==> src/rtl/mult_mem_scheduler.sv <==
// Round-robin scheduler sharing one register-file/multiplier/RAM datapath
// between two requesters; sequences load, multiply, write and read-back.
module mult_mem_scheduler #(
  parameter int ADDR_W  = 3,
  parameter int DATA_W  = 16,
  parameter int MUL_LAT = 1
) (
  input  logic              clk,
  input  logic              rst,
  input  logic [1:0]        req,
  input  logic [ADDR_W-1:0] a0_adr,
  input  logic [ADDR_W-1:0] b0_adr,
  input  logic [ADDR_W-1:0] w0_adr,
  input  logic [ADDR_W-1:0] a1_adr,
  input  logic [ADDR_W-1:0] b1_adr,
  input  logic [ADDR_W-1:0] w1_adr,
  input  logic [DATA_W-1:0] ram_rdata,
  output logic [1:0]        gnt,
  output logic [1:0]        done,
  output logic [DATA_W-1:0] result,
  output logic              busy,
  output logic              w_rf,
  output logic [ADDR_W-1:0] rf_adr,
  output logic              DA,
  output logic              SA,
  output logic              SB,
  output logic              w_ram_en,
  output logic [ADDR_W-1:0] ram_adr,
  output logic [2:0]        st_out
);

  typedef enum logic [2:0] {
    IDLE   = 3'b000,
    LOAD_A = 3'b001,
    LOAD_B = 3'b010,
    MULT   = 3'b011,
    WRITE  = 3'b100,
    READ   = 3'b101,
    RESP   = 3'b110
  } state_t;

  typedef struct packed {
    logic [ADDR_W-1:0] a;
    logic [ADDR_W-1:0] b;
    logic [ADDR_W-1:0] w;
    logic              id;
  } job_t;

  state_t     state, nxt;
  job_t       job;
  logic       last;
  logic       win;
  logic [3:0] cnt;
  logic       mul_end;

  assign mul_end = (cnt == 4'(MUL_LAT - 1));

  // last=1 after reset so requester 0 is preferred first
  always_comb begin
    win = 1'b0;
    unique case (1'b1)
      (req == 2'b11): win = ~last;
      (req == 2'b10): win = 1'b1;
      default:        win = 1'b0;
    endcase
  end

  always_ff @(posedge clk or posedge rst) begin
    if (rst) state <= IDLE;
    else     state <= nxt;
  end

  always_ff @(posedge clk or posedge rst) begin
    if (rst) begin
      job    <= '0;
      last   <= 1'b1;
      cnt    <= '0;
      result <= '0;
    end else begin
      if (state == IDLE && req != 2'b00) begin
        job.a  <= win ? a1_adr : a0_adr;
        job.b  <= win ? b1_adr : b0_adr;
        job.w  <= win ? w1_adr : w0_adr;
        job.id <= win;
        last   <= win;
      end
      if (state == LOAD_B)    cnt <= '0;
      else if (state == MULT) cnt <= cnt + 4'd1;
      if (state == READ) result <= ram_rdata;
    end
  end

  always_comb begin
    nxt      = state;
    gnt      = 2'b00;
    done     = 2'b00;
    busy     = 1'b0;
    w_rf     = 1'b0;
    rf_adr   = '0;
    DA       = 1'b0;
    SA       = 1'b0;
    SB       = 1'b0;
    w_ram_en = 1'b0;
    ram_adr  = '0;
    st_out   = state;
    case (state)
      IDLE: begin
        if (req != 2'b00) nxt = LOAD_A;
      end
      LOAD_A: begin
        busy   = 1'b1;
        w_rf   = 1'b1;
        rf_adr = job.a;
        SB     = 1'b1;
        gnt    = job.id ? 2'b10 : 2'b01;
        nxt    = LOAD_B;
      end
      LOAD_B: begin
        busy   = 1'b1;
        w_rf   = 1'b1;
        rf_adr = job.b;
        DA     = 1'b1;
        SA     = 1'b1;
        nxt    = MULT;
      end
      MULT: begin
        busy = 1'b1;
        SA   = 1'b1;
        if (mul_end) nxt = WRITE;
      end
      WRITE: begin
        busy     = 1'b1;
        SA       = 1'b1;
        w_ram_en = 1'b1;
        ram_adr  = job.w;
        nxt      = READ;
      end
      READ: begin
        busy    = 1'b1;
        SA      = 1'b1;
        ram_adr = job.w;
        nxt     = RESP;
      end
      RESP: begin
        busy = 1'b1;
        done = job.id ? 2'b10 : 2'b01;
        nxt  = IDLE;
      end
      default: begin
        st_out = 3'b000;
        nxt    = IDLE;
      end
    endcase
  end

endmodule

==> config.mk <==
export PLATFORM = sky130hd
export DESIGN_NAME = mult_mem_scheduler
export DESIGN_NICKNAME = d
export VERILOG_FILES = /design/src/rtl/mult_mem_scheduler.sv
export SDC_FILE = /design/constraint.sdc
export NUM_CORES = 1
export LEC_CHECK = 0
export ABC_CLOCK_PERIOD_IN_PS = 2300
export CAP_MARGIN = 20
export CORE_AREA = 2 2 65 67
export CTS_CLUSTER_DIAMETER = 50
export DETAILED_ROUTE_END_ITERATION = 10
export DIE_AREA = 0 0 67 69
export GPL_TIMING_DRIVEN = 0
export PLACE_DENSITY = 0.94
export SLEW_MARGIN = 25
export SYNTH_ARGS = -nofsm -noshare
export SYNTH_HDL_FRONTEND = slang
export SYNTH_SLANG_ARGS = --single-unit
==> constraint.sdc <==
create_clock -name clk -period 2.3 [get_ports clk]
set_input_delay 0.46 -clock clk [delete_from_list [all_inputs] [get_ports clk]]
set_output_delay 0.46 -clock clk [all_outputs]
set_load 0.01 [all_outputs]
==> metrics.txt <==
run status completed; Inserted Diodes 0; io pins 73; Static Leak around 0.0012 uW; post-synthesis async set-or-reset flop share 1.00; Congestion Overflow GR 0; drt drc 0; Yosys warnings 0; total placed cells including tap cells 269; # clock sinks 34; Avg WL per Cell 15.3 um; final cell count without fillers approximately 280; top_reg_cell synth dfrtp_1; GR Util All Layers 0.197; Post-DP HPWL around 3100 um; Min-Delay Endpoint result[10]; measured slew at the worst slew-check pin around 670 ps; ranking of synthesized cells by area dfrtp_1 (49%), mux2_4 (8.9%), a2bb2oi_1 (4.7%), o32ai_1 (4.7%), mux2_1 (4.0%); Layout Skew 5.33 ps; Mean Syn Cell Area between 10 and 15 um2; worst-path fanout max 10; Unique masters post-synth 36; via count between 1,000 and 1,500; r2r startpoint state[1]; crit end category output port; number of iterations in the first detailed-routing pass 4; Max Fclk between 0.4 and 0.5 GHz; vias per inst roughly 5.3; max-slew violations 0; clk root buf clkbuf_8; CTS Buf Count 5; Worst Hold Path Cells 1; Post-Synthesis Cells between 100 and 150; clock slew at reported path FFs 70 ps; RSZ-0062 raised after global routing no; core area approximately 0.004 mm2; type of origin of the critical path flip-flop; Clk Latency, worst-skew pair 280 ps; Cell Pwr Density 1340 mW/mm2; num rows 23; initial core utilization 0.431; Post-Syn Area 0.00169 mm2; register area share after synthesis 0.506; FILL cells 316; slew margin rel. 0.552; # setup viols final 0; post-synthesis register bit count 34; vias in the first global route 1,532; fin crit share 0.969; fin area 0.00266 mm2; critical path type reg2out; final hold violation count 0; layout cells sized above 1 0.170; First DRT Iteration DRCs 70; Fin Hold WS slightly below 500 ps; nets around 270; Yosys top cell by area dfrtp_1; IO Port Bufs 72; Register-to-Register Path Depth 4; Die Wd about 67 um; Post-DP Area ~0.0025 mm2; cell with the most instances after synthesis dfrtp_1; Synth-to-Final Area Change 57.5%; top cells by count, synth dfrtp_1 (33), mux2_4 (10), a2bb2oi_1 (9), nor2_1 (9), o32ai_1 (9); first-pass GRT wire length 7020 um; max_cap viols 0; HP Start result[10]; CP arrival approximately 1800 ps; Die Area 0.00462 mm2; CTS tree yes; top cell type's share of synthesized area 0.490; clock tree buffer depth 2; htree depth 2; die height between 60 and 70 um; WP data required between 1500 and 2000 ps; worst hold path type reg2reg; worst vdd ir roughly 730 uV; min Tclk post-route around 2200 ps; reg-to-reg critical path endpoint result[8]; hold_buf cts 0; Detail Route Antenna Nets 0; final WL roughly 4300 um; GPL Wtd Cong approximately 0.73; Post-Syn Nets 187; R2R setup slack ~840 ps; initial antenna violation count 0; largest net degree at the start of global routing 35; Post-synth EDFFs 0
[report_power, final]
group          total (uW)  switching [uW]  internal (uW)
combinational        1920             809           1110
sequential           1100             198            898
clock                 532             214            319
[flip-flops by register name, summed over array words and instances, names as in the netlist]
signal	count
result	16
job	10
cnt	4
state	3
last	1
[cell families (layout without fill, tap and decap cells)]
kind of cell               Yosys count  in the layout  synth area share
and+or+nand+nor                     42             42             0.135
adders and majority gates            2              2            0.0148
DFF                                 34             34             0.506
AOI/OAI and AO/OA                   38             38             0.173
buffers and inverters               15             97            0.0423
muxes                               16             16             0.129
[how the worst max path moves through the flow]
stage	from	to	slack (ps)
floorplan	state[2]	done[1]	710
global placement	state[1]	rf_adr[0]	20
detailed placement	state[1]	rf_adr[0]	-40
CTS	state[1]	rf_adr[2]	7
global route	state[1]	gnt[0]	8
finish	state[1]	gnt[0]	70
[through the flow]
step | power, uW | TNS (ps) | util | setup WS, ps
6_report | 3550 | 0 | 0.678 | 72.4
5_1_grt | 3780 | 0 | 0.678 | 7.72
4_1_cts | 3560 | 0 | 0.672 | 7.49
3_5_place_dp | 2920 | -88.5 | 0.631 | -44.1
3_3_place_gp | 2860 | 0 | 0.631 | 17.7
2_1_floorplan | 2060 | 0 | - | 708
[critical path, stage by stage, from the launching register on]
cell             delay (ps)
dfrtp_2                 450
clkbuf_8                180
nand2b_1                160
nor3_1                  140
clkdlybuf4s50_1         560
[placed cells by master (no fill, tap or decap), drive strengths merged, types with 5 or more instances in the layout]
master         count
o21ai              5
clkbuf             8
nor2b              5
dlymetal6s2s       5
a2bb2oi            9
buf                9
clkdlybuf4s50     64
inv                5
nand2              9
o32ai              9
nor2               9
dfrtp             33
mux2              16
[cell type report]
cell class,count,area (um2),area share
Multi-Input combinational cell,98,786,0.296
Inverter,5,18.8,0.00707
Tap cell,50,62.6,0.0236
Clock inverter,3,40.0,0.0151
Clock buffer,5,68.8,0.0259
Buffer,9,72.6,0.0273
Timing Repair Buffer,75,752,0.283
Sequential cell,34,855,0.322
[metal layers]
metal | routed length (um) | track usage | vias to the layer above
li1 | - | - | 692
met1 | 1800 | 0.240 | 737
met2 | 2230 | 0.343 | 40
met3 | 164 | 0.0489 | 10
met4 | 65 | 0.0476 | 0
met5 | 0 | 0 | -
[repair_timing]
item                                    CTS  global route
setup buffers                             1             2
cloned                                    0             0
pin swaps                                 0             1
resized for setup                        19             6
endpoints found under the setup margin   13             8
No activity file was read; power rests on OpenSTA's default activity.
